File: config.mk
export PLATFORM = sky130hd
export DESIGN_NAME = hex_rx
export DESIGN_NICKNAME = d
export VERILOG_FILES = /design/src/rtl/hex_rx_pkg.sv /design/src/rtl/hex_rx_uart_rx_byte.sv /design/src/rtl/hex_rx.sv
export SDC_FILE = /design/constraint.sdc
export NUM_CORES = 1
export LEC_CHECK = 0
export CAP_MARGIN = 20
export CORE_ASPECT_RATIO = 1.1
export CORE_UTILIZATION = 40
export CTS_CLUSTER_SIZE = 30
export DETAILED_ROUTE_END_ITERATION = 8
export PLACE_DENSITY = 0.58
export SLEW_MARGIN = 25
export SYNTH_ARGS = -nofsm -noshare
export SYNTH_HDL_FRONTEND = slang
export SYNTH_HIERARCHICAL = 1
export SYNTH_SLANG_ARGS = --single-unit
File: constraint.sdc
create_clock -name CLK -period 2.55 [get_ports CLK]
set_clock_uncertainty 0.1 [all_clocks]
set_input_delay 0.51 -clock CLK [delete_from_list [all_inputs] [get_ports CLK]]
set_output_delay 0.51 -clock CLK [all_outputs]
set_load 0.01 [all_outputs]
File: src/rtl/hex_rx_pkg.sv
// hex_rx_pkg -- shared definitions for the hex_rx serial hex-word receiver.
//
// Contents:
//   SERIAL_WCNT     default clock cycles per serial bit
//   TERM_*          byte codes that terminate a hex word
//   rx_state_e      deframer FSM state encoding
//   char_kind_e     classification of a received byte
//   decode_char()   byte -> {kind, nibble}
//
// Build option: define HEX_RX_UPPER_EN to accept upper-case 'A'-'F' as hex
// digits. Without it those characters are illegal.

package hex_rx_pkg;

    localparam int SERIAL_WCNT = 16;

    localparam logic [7:0] TERM_SP = 8'h20;
    localparam logic [7:0] TERM_CR = 8'h0D;
    localparam logic [7:0] TERM_LF = 8'h0A;

    typedef enum logic [1:0] {
        RX_IDLE  = 2'd0,
        RX_START = 2'd1,
        RX_DATA  = 2'd2,
        RX_STOP  = 2'd3
    } rx_state_e;

    typedef enum logic [1:0] {
        CH_HEX     = 2'd0,
        CH_TERM    = 2'd1,
        CH_ILLEGAL = 2'd2
    } char_kind_e;

    typedef struct packed {
        char_kind_e kind;
        logic [3:0] nib;
    } char_dec_t;

    // Letters map via the low nibble: 'a' (0x61) and 'A' (0x41) both have
    // low nibble 1, so +9 gives 10.
    function automatic char_dec_t decode_char(input logic [7:0] c);
        char_dec_t r;
        r.kind = CH_ILLEGAL;
        r.nib  = 4'h0;
        if (c >= 8'h30 && c <= 8'h39) begin
            r.kind = CH_HEX;
            r.nib  = c[3:0];
        end else if (c >= 8'h61 && c <= 8'h66) begin
            r.kind = CH_HEX;
            r.nib  = c[3:0] + 4'd9;
`ifdef HEX_RX_UPPER_EN
        end else if (c >= 8'h41 && c <= 8'h46) begin
            r.kind = CH_HEX;
            r.nib  = c[3:0] + 4'd9;
`endif
        end else if (c == TERM_SP || c == TERM_CR || c == TERM_LF) begin
            r.kind = CH_TERM;
        end
        return r;
    endfunction

endpackage

File: src/rtl/hex_rx_uart_rx_byte.sv
// uart_rx_byte -- 8N1 serial deframer, LSB first, idle-high line.
//
// Ports:
//   clk_i         clock, rising edge
//   rst_i         asynchronous active-high reset
//   rxd_i         raw serial line (synchronized internally)
//   byte_o        last accepted byte, valid while byte_valid_o is high
//   byte_valid_o  one-cycle pulse: byte_o holds a correctly framed byte
//   frame_err_o   one-cycle pulse: stop bit sampled low, byte dropped
//   state_o       current FSM state, for debug visibility
//
// Timing: a falling edge on the synchronized line starts a frame. The start
// bit is re-checked WCNT/2 cycles later (rejects glitches), then each data
// bit and the stop bit are sampled every WCNT cycles, i.e. near mid-bit.
// The byte/error pulse is registered on the stop-bit sample edge.

module uart_rx_byte
    import hex_rx_pkg::*;
#(
    parameter int WCNT = SERIAL_WCNT
) (
    input  logic       clk_i,
    input  logic       rst_i,
    input  logic       rxd_i,
    output logic [7:0] byte_o,
    output logic       byte_valid_o,
    output logic       frame_err_o,
    output rx_state_e  state_o
);

    localparam int CW = $clog2(WCNT + 1);
    localparam logic [CW-1:0] HALF_LAST = CW'(WCNT / 2 - 1);
    localparam logic [CW-1:0] FULL_LAST = CW'(WCNT - 1);

    logic            sync1_q;
    logic            sync2_q;
    logic            prev_q;
    rx_state_e       state_q;
    logic [CW-1:0]   wcnt_q;
    logic [2:0]      bcnt_q;
    logic [7:0]      shreg_q;
    logic [7:0]      byte_q;
    logic            byte_valid_q;
    logic            frame_err_q;

    always_ff @(posedge clk_i or posedge rst_i) begin
        if (rst_i) begin
            sync1_q      <= 1'b1;
            sync2_q      <= 1'b1;
            prev_q       <= 1'b1;
            state_q      <= RX_IDLE;
            wcnt_q       <= '0;
            bcnt_q       <= 3'd0;
            shreg_q      <= 8'h00;
            byte_q       <= 8'h00;
            byte_valid_q <= 1'b0;
            frame_err_q  <= 1'b0;
        end else begin
            sync1_q      <= rxd_i;
            sync2_q      <= sync1_q;
            prev_q       <= sync2_q;
            byte_valid_q <= 1'b0;
            frame_err_q  <= 1'b0;
            case (state_q)
                RX_IDLE: begin
                    if (prev_q && !sync2_q) begin
                        state_q <= RX_START;
                        wcnt_q  <= '0;
                    end
                end
                RX_START: begin
                    if (wcnt_q == HALF_LAST) begin
                        wcnt_q <= '0;
                        bcnt_q <= 3'd0;
                        // Line back high at mid start bit: a glitch, not a frame.
                        state_q <= sync2_q ? RX_IDLE : RX_DATA;
                    end else begin
                        wcnt_q <= wcnt_q + CW'(1);
                    end
                end
                RX_DATA: begin
                    if (wcnt_q == FULL_LAST) begin
                        wcnt_q  <= '0;
                        shreg_q <= {sync2_q, shreg_q[7:1]};
                        bcnt_q  <= bcnt_q + 3'd1;
                        if (bcnt_q == 3'd7) begin
                            state_q <= RX_STOP;
                        end
                    end else begin
                        wcnt_q <= wcnt_q + CW'(1);
                    end
                end
                RX_STOP: begin
                    if (wcnt_q == FULL_LAST) begin
                        wcnt_q  <= '0;
                        state_q <= RX_IDLE;
                        if (sync2_q) begin
                            byte_q       <= shreg_q;
                            byte_valid_q <= 1'b1;
                        end else begin
                            frame_err_q  <= 1'b1;
                        end
                    end else begin
                        wcnt_q <= wcnt_q + CW'(1);
                    end
                end
                default: state_q <= RX_IDLE;
            endcase
        end
    end

    assign byte_o       = byte_q;
    assign byte_valid_o = byte_valid_q;
    assign frame_err_o  = frame_err_q;
    assign state_o      = state_q;

endmodule

File: src/rtl/hex_rx.sv
// hex_rx -- receives ASCII hex digits over an 8N1 serial line and assembles
// them into a DIGIT*4-bit word.
//
// Ports:
//   CLK      clock, rising edge
//   RST      asynchronous active-high reset
//   RXD      serial line, idle high, 8N1, LSB first
//   RE       consumer read strobe
//   DATA     assembled word, last digit received in bits [3:0]
//   VALID    DATA holds an unread word
//   ERR      one-cycle pulse on framing error or illegal character
//   OVERRUN  one-cycle pulse when an unread word is overwritten
//
// Build option: HEX_RX_UPPER_EN enables upper-case 'A'-'F' digits.
//
// Output handshake: VALID rises on the edge that loads DATA and stays high
// until RE is sampled high, clearing on that edge. RE with VALID low does
// nothing. A load while VALID is high and RE is low replaces DATA and pulses
// OVERRUN; a load in the same cycle as RE is a clean hand-over (VALID stays
// high, no OVERRUN).
//
// Words: digits shift into an accumulator (older digits fall off the top once
// DIGIT digits are held). A terminator with at least one pending digit loads
// DATA; a terminator with none is ignored. Any other byte, or a framing
// error, pulses ERR and drops the pending digits without touching DATA/VALID.

module hex_rx
    import hex_rx_pkg::*;
#(
    parameter int DIGIT = 8,
    parameter int WCNT  = SERIAL_WCNT
) (
    input  logic               CLK,
    input  logic               RST,
    input  logic               RXD,
    input  logic               RE,
    output logic [DIGIT*4-1:0] DATA,
    output logic               VALID,
    output logic               ERR,
    output logic               OVERRUN
);

    localparam int W   = DIGIT * 4;
    localparam int DCW = $clog2(DIGIT + 1);

    logic [7:0]     rx_byte;
    logic           rx_bvalid;
    logic           rx_ferr;
    // Deframer state is only observed hierarchically when debugging.
    rx_state_e      rx_state_unused;

    logic [W-1:0]   acc_q,     acc_d;
    logic [DCW-1:0] dcnt_q,    dcnt_d;
    logic [W-1:0]   data_q,    data_d;
    logic           valid_q,   valid_d;
    logic           err_q,     err_d;
    logic           overrun_q, overrun_d;
    logic           load;
    char_dec_t      dec;

    uart_rx_byte #(
        .WCNT(WCNT)
    ) u_rx (
        .clk_i       (CLK),
        .rst_i       (RST),
        .rxd_i       (RXD),
        .byte_o      (rx_byte),
        .byte_valid_o(rx_bvalid),
        .frame_err_o (rx_ferr),
        .state_o     (rx_state_unused)
    );

    always_comb begin
        acc_d     = acc_q;
        dcnt_d    = dcnt_q;
        data_d    = data_q;
        valid_d   = valid_q;
        err_d     = 1'b0;
        overrun_d = 1'b0;
        load      = 1'b0;
        dec       = decode_char(rx_byte);

        if (rx_ferr) begin
            acc_d  = '0;
            dcnt_d = '0;
            err_d  = 1'b1;
        end else if (rx_bvalid) begin
            case (dec.kind)
                CH_HEX: begin
                    acc_d = (acc_q << 4) | {{(W-4){1'b0}}, dec.nib};
                    if (dcnt_q != DCW'(DIGIT)) begin
                        dcnt_d = dcnt_q + DCW'(1);
                    end
                end
                CH_TERM: begin
                    load = (dcnt_q != '0);
                end
                default: begin
                    acc_d  = '0;
                    dcnt_d = '0;
                    err_d  = 1'b1;
                end
            endcase
        end

        // Unfilled upper digits are already zero: the accumulator is
        // cleared after every load or error.
        if (load) begin
            data_d    = acc_q;
            valid_d   = 1'b1;
            overrun_d = valid_q && !RE;
            acc_d     = '0;
            dcnt_d    = '0;
        end else if (RE) begin
            valid_d = 1'b0;
        end
    end

    always_ff @(posedge CLK or posedge RST) begin
        if (RST) begin
            acc_q     <= '0;
            dcnt_q    <= '0;
            data_q    <= '0;
            valid_q   <= 1'b0;
            err_q     <= 1'b0;
            overrun_q <= 1'b0;
        end else begin
            acc_q     <= acc_d;
            dcnt_q    <= dcnt_d;
            data_q    <= data_d;
            valid_q   <= valid_d;
            err_q     <= err_d;
            overrun_q <= overrun_d;
        end
    end

    assign DATA    = data_q;
    assign VALID   = valid_q;
    assign ERR     = err_q;
    assign OVERRUN = overrun_q;

endmodule

==> flow_summary.ini, run 1 <==
[status]
status = completed

[clocking]
clock_path_buffers = 2
path_clk_slew_ns = 0.07
cts.sinks = 102
root_buffer = clkbuf_16
h-tree-depth = 3
numCtsBuffers = 9
post-cts-setup-buffers = 0
cts_tree = built
postCtsHoldBufs = 0
insertion_delay_ns = 0.34

[critical_path]
crit-reg2reg-capture = DATA[4]$_DFFE_PP0N_
critPathArrivalTime_ns = 2.54
cp.required_ns = 2.67
cp-end-kind = flop
crit_path_start_kind = flop
rr_worst_depth = 8
critical_path_class = flop to flop
path_max_fanout = 19
r2r_slack_ns = 0.13
r2r-start = u_rx/byte_o[1]$_DFFE_PP0P_

[global_route]
grt.overflow.total = 0
grt_pass1_vias = 3107
grt_first_pass_wirelength_mm = 15.3
antenna_found_initial = 0
grt_max_degree = 72
grtUsageTotal_pct = 15.7

[floorplan]
core_area_mm2 = 0.0115
initial_core_util_pct = 41.2
die_w_um = 106
die_h_um = 116
die_area_mm2 = 0.0123
io_pins = 39
rows = 41

[worst_hold_path]
min_path_cells = 0
hp-start = u_rx/sync1_q$_DFF_PP1_
hold_path_end = u_rx/sync2_q$_DFF_PP1_
hold_path_class = flop to flop

[detailed_routing]
num_vias = 3015
wirelength_mm = 8.84
ant_nets = 0
viasPerCell = 5.18
wl_per_cell_um = 15.2
drt_first_pass_iters = 4
drc_errors = 0
drtIter0Drc = 134

[placement]
place_ws_ns = 0.0694
port_buffers = 38
dpl_cell_area_mm2 = 0.00526
gp_congestion = 0.769
hpwl_mm = 6.01

[sta]
finalHoldViolCount = 0
fmax_mhz = 413
slew_violations = 0
holdWs_ns = 0.259
period_share_pct = 94.9
setup_viol = 0
tns_ns = 0
min_period_ns = 2.42
tightestPinTransition_ns = 0.478
rsz0062_at_grt = no
slew_headroom_pct = 68.0
timing.final.ws_setup_ns = 0.129

[yosys]
yosysWarnings = 6
syn_nets = 406
ys_seq_area_share_pct = 53.9
synth_cell_types = 53
synth-edff-count = 0
syn_area_per_cell_um2 = 12.1
yosys_register_bits = 102
synth_ff_type = dfrtp_1
synth_area_mm2 = 0.00474
synthArstFlopShare_pct = 100
netlist_instances = 392

[finish]
diodes = 0
mostFrequentLayoutCell = dfrtp_1
final_cell_mix = dfrtp_1, nand3_1, a21oi_1, clkdlybuf4s50_1
nets = 441
design_area_mm2 = 0.00556
syn_to_final_growth_pct = 17.3
drive_gt1_share_pct = 21.8

[power]
ir_drop_v = 0.000448
internal-power_mw = 2.51
p_seq_share_pct = 51.8
power_leakage_nw = 2.56
power_frac_comb_pct = 9.8
powerDensity_mw_per_mm2 = 622
switching_share_pct = 27.3
switchingPower_mw = 0.942
clkPwrFrac_pct = 38.4

[run]
max_cap_viol_count = 0
==> per-layer routing <==
layer | GRT usage [%] | routed length, um | vias to the layer above
met1 | 20.4 | 4130 | 1499
met3 | 3.01 | 252 | 10
li1 | - | - | 1463
met2 | 26.9 | 4370 | 43
met4 | 4.72 | 95 | 0
met5 | 0 | 0 | -
==> synthesized netlist by cell type, drive strengths merged (2+ instances only) <==
| cell | count | area, um^2 |
|---|---|---|
| nor2 | 8 | 30.0 |
| a21oi | 39 | 199 |
| nand3 | 39 | 195 |
| nand2b | 5 | 31.3 |
| nand4bb | 2 | 22.5 |
| o32ai | 2 | 17.5 |
| ha | 10 | 125 |
| buf | 13 | 144 |
| dfstp | 3 | 78.8 |
| a221oi | 3 | 45.0 |
| a31oi | 3 | 18.8 |
| nor2b | 3 | 18.8 |
| clkbuf | 13 | 48.8 |
| mux2 | 50 | 698 |
| nand3b | 4 | 30.0 |
| a21o | 2 | 15.0 |
| o21bai | 2 | 15.0 |
| dfrtp | 99 | 2480 |
| o31ai | 2 | 15.0 |
| o21ai | 7 | 35.0 |
| nor3b | 2 | 15.0 |
| nor3 | 4 | 31.3 |
| o2bb2ai | 4 | 35.0 |
| or3 | 3 | 23.8 |
| inv | 15 | 56.3 |
| nand2 | 36 | 135 |
==> how the worst max path moves through the flow <==
stage                                     from  depth (start not counted)              endpoint
floorplan                                  RST                          1   DATA[0]$_DFFE_PP0N_
global placement    u_rx/byte_o[1]$_DFFE_PP0P_                          8  DATA[12]$_DFFE_PP0N_
detailed placement  u_rx/byte_o[1]$_DFFE_PP0P_                          8   DATA[4]$_DFFE_PP0N_
CTS                 u_rx/byte_o[1]$_DFFE_PP0P_                          8  DATA[10]$_DFFE_PP0N_
global route        u_rx/byte_o[0]$_DFFE_PP0P_                          7  DATA[10]$_DFFE_PP0N_
finish              u_rx/byte_o[1]$_DFFE_PP0P_                          8   DATA[4]$_DFFE_PP0N_
==> state kept, by name (all words and copies together) (netlist names), 3 cells and up, named ones only <==
register,cells
DATA,32
acc_q,32
dcnt_q,4
u_rx/bcnt_q,3
u_rx/byte_o,8
u_rx/shreg_q,8
u_rx/wcnt_q,5
==> logic make-up after synthesis <==
family,share of synthesized area [%]
compound gates,10.5
xor+xnor,0.370
fa+ha+maj,2.64
buf+inv,5.25
flops,53.9
mux,14.9
simple gates,12.3
==> repair_timing <==
action	4_1_cts	5_1_grt
hold endpoints to repair	0	0
endpoints found under the setup margin	0	32
resized for setup	0	4
==> worst max-delay path: stages, from the launching register on <==
cell       delay, ns
dfrtp_2         0.45
inv_1           0.09
ha_2            0.22
mux2_4          0.16
a21oi_2         0.05
or3_4           0.41
nand4bb_2       0.29
buf_6           0.22
mux2_4          0.31
==> power groups by stage <==
stage                     clock network [mW]  registers, mW  logic [mW]
final                                   1.33           1.79       0.340
after global routing                    1.42           1.81       0.388
after CTS                               1.36           1.79       0.344
after detailed placement                   0           1.82       0.342
after global placement                     0           1.81       0.331
after floorplan                            0           1.76       0.333
==> final cells by class <==
cell class / instances / area [um^2]
Timing Repair Buffer: 50 / 515
Fill cell: 1045 / 5930
Clock inverter: 7 / 65.1
Sequential cell: 102 / 2560
Tap cell: 150 / 188
Inverter: 15 / 56.3
Clock buffer: 9 / 225
Multi-Input combinational cell: 249 / 1950
==> through the flow <==
step / power (mW) / utilization (%) / instances
6_report: 3.46 / 48.4 / 582
5_1_grt: 3.61 / 48.4 / 582
4_1_cts: 3.49 / 48.3 / 582
3_5_place_dp: 2.16 / 45.8 / 566
3_3_place_gp: 2.14 / 45.8 / 566
2_1_floorplan: 2.09 / - / 392
Note: power is estimated with default switching activity, not from simulation.
==> run 2: changes to the inputs <==
ABC_AREA = 1   (was not set)
==> flow_summary.ini, run 2 <==
[yosys]
synth.top_cell.area_share_pct = 56.0
syn_nets = 508
yosysTopAreaCell = dfrtp_1
synth_ff_type = dfrtp_1
synth-edff-count = 0
synth_cell_types = 29
netlist_instances = 494
yosysMostFrequentCell = nand2_1
yosys_register_bits = 102
synth_area_leaders = dfrtp_1, nand2_1, o21ai_0
syn_area_per_cell_um2 = 8.96
ys_seq_area_share_pct = 57.8
yosysWarnings = 6
synth_area_mm2 = 0.00442
synth_common_cells = nand2_1, dfrtp_1, inv_1, o21ai_0, nand3_1
synthArstFlopShare_pct = 100

[critical_path]
cp_top_family = simple AND/OR/NAND/NOR gates
path_max_fanout = 15
cp_slowest_cell = dfrtp_1
critPathMaxStageDelay_ns = 0.40
critPathArrivalTime_ns = 2.23
cp.depth = 10
crit_path_start_kind = flop
r2r-start = u_rx/byte_o[0]$_DFFE_PP0P_
crit-reg2reg-capture = acc_q[23]$_DFFE_PP0P_
cp.required_ns = 2.65
rr_worst_depth = 10
crit_path_end = acc_q[23]$_DFFE_PP0P_
critical_path_class = flop to flop
r2r_slack_ns = 0.42
path_cells = inv_1, ha_1, nor2_1, nand2_1, nand3_2, inv_1, nor2_1, nor2_4, nand2_1, o21ai_0
cp-end-kind = flop
crit_start = u_rx/byte_o[0]$_DFFE_PP0P_
critPathBufInv = 2

[detailed_routing]
drt_first_pass_iters = 5
wl_met3_um = 253
route.layer.met1.wl_mm = 3.97
wirelength_mm = 8.48
num_vias = 3228
viasPerCell = 4.71
drtIter0Drc = 182
top_layer_used = met4
wl_met2_mm = 4.21
wl_per_cell_um = 12.4
drc_errors = 0
ant_nets = 0

[finish]
drive_gt1_share_pct = 9.41
syn_to_final_growth_pct = 19.1
diodes = 0
mostFrequentLayoutCell = nand2_1
nets = 551
final_cell_mix = nand2_1, dfrtp_1, o21ai_0

[sta]
period_share_pct = 83.4
finalHoldViolCount = 0
fmax_mhz = 470
setup_viol = 0
slew_headroom_pct = 60.6
tns_ns = 0
timing.final.ws_setup_ns = 0.424
rsz0062_at_grt = no
tightestPinTransition_ns = 0.591
min_period_ns = 2.13
slew_violations = 0

[placement]
gp_congestion = 0.791
port_buffers = 38
hpwl_mm = 6.06
place_ws_ns = 0.442

[clocking]
clock_path_buffers = 2
numCtsBuffers = 9
post_cts_resized = 0
root_buffer = clkbuf_16
cts_tree = built
postCtsHoldBufs = 0
path_clk_slew_ns = 0.07
h-tree-depth = 3
insertion_delay_ns = 0.34
cts.sinks = 102
post-cts-setup-buffers = 0

[run]
max_cap_viol_count = 0

[global_route]
grt_pass1_vias = 3056
grt_first_pass_wirelength_mm = 14.9
grt.overflow.total = 0
grt_max_degree = 34
antenna_found_initial = 0
grtUsageTotal_pct = 16.5

[power]
ir_drop_v = 0.000370
total_power_mw = 3.36
power_leakage_nw = 2.51
powerDensity_mw_per_mm2 = 637

[floorplan]
core_area_mm2 = 0.0106
io_pins = 39
die_w_um = 102
rows = 39
initial_core_util_pct = 41.8
die_h_um = 112
die_area_mm2 = 0.0115

[status]
status = completed

[worst_hold_path]
hold_path_class = flop to flop
run 2: cell types whose count changed after synthesis, moves of 15 or more:
cell     delta
nand2_1   +124
o21ai_0    +50
inv_1      +42
a21oi_1    -37
mux2_4     -36
nor2_1     +15
run 2: cells by family after synthesis:
family / after synthesis / share of synthesized area [%]
XOR/XNOR: 3 / 0.594
buffers and inverters: 75 / 7.18
AND/OR/NAND/NOR: 229 / 22.2
adder cells (fa/ha/maj): 10 / 2.83
flip-flops: 102 / 57.8
AO/OA/AOI/OAI: 75 / 9.39
run 2: how the worst min path moves through the flow:
stage,from,cells after the start,slack [ns],endpoint
2_1_floorplan,u_rx/sync1_q$_DFF_PP1_,0,0.25,u_rx/sync2_q$_DFF_PP1_
3_3_place_gp,u_rx/sync1_q$_DFF_PP1_,0,0.25,u_rx/sync2_q$_DFF_PP1_
3_5_place_dp,u_rx/sync1_q$_DFF_PP1_,0,0.25,u_rx/sync2_q$_DFF_PP1_
4_1_cts,u_rx/sync1_q$_DFF_PP1_,0,0.26,u_rx/sync2_q$_DFF_PP1_
5_1_grt,u_rx/sync1_q$_DFF_PP1_,0,0.27,u_rx/sync2_q$_DFF_PP1_
6_report,u_rx/sync1_q$_DFF_PP1_,0,0.26,u_rx/sync2_q$_DFF_PP1_
run 2: layout make-up:
type	count	area, um^2
clock buffer	9	225
sequential	102	2560
timing repair buffer	47	473
clock inverter	7	62.6
inverter	60	225
multi-input combinational	317	1550
tap	143	179
fill	1048	5320
run 2: where the power goes:
group	leakage [nW]	total, mW	internal, mW	switching, mW
Combinational	0.957	0.306	0.101	0.205
Sequential	1.41	1.72	1.67	0.0532
Clock	0.145	1.33	0.687	0.644
run 2: per-layer routing:
metal	track usage, %	up-vias
met4	4.57	0
li1	-	1642
met1	21.8	1533
met3	3.18	4
met5	0	-
met2	27.6	49
run 2: metrics by stage:
step	cell area (um^2)	hold WS [ns]	utilization [%]	std cells
global placement	4980	0.247	47.1	669
global route	5270	0.266	49.8	685
detailed placement	4980	0.248	47.1	669
floorplan	4420	0.245	-	494
finish	5270	0.257	49.8	685
CTS	5270	0.258	49.8	685
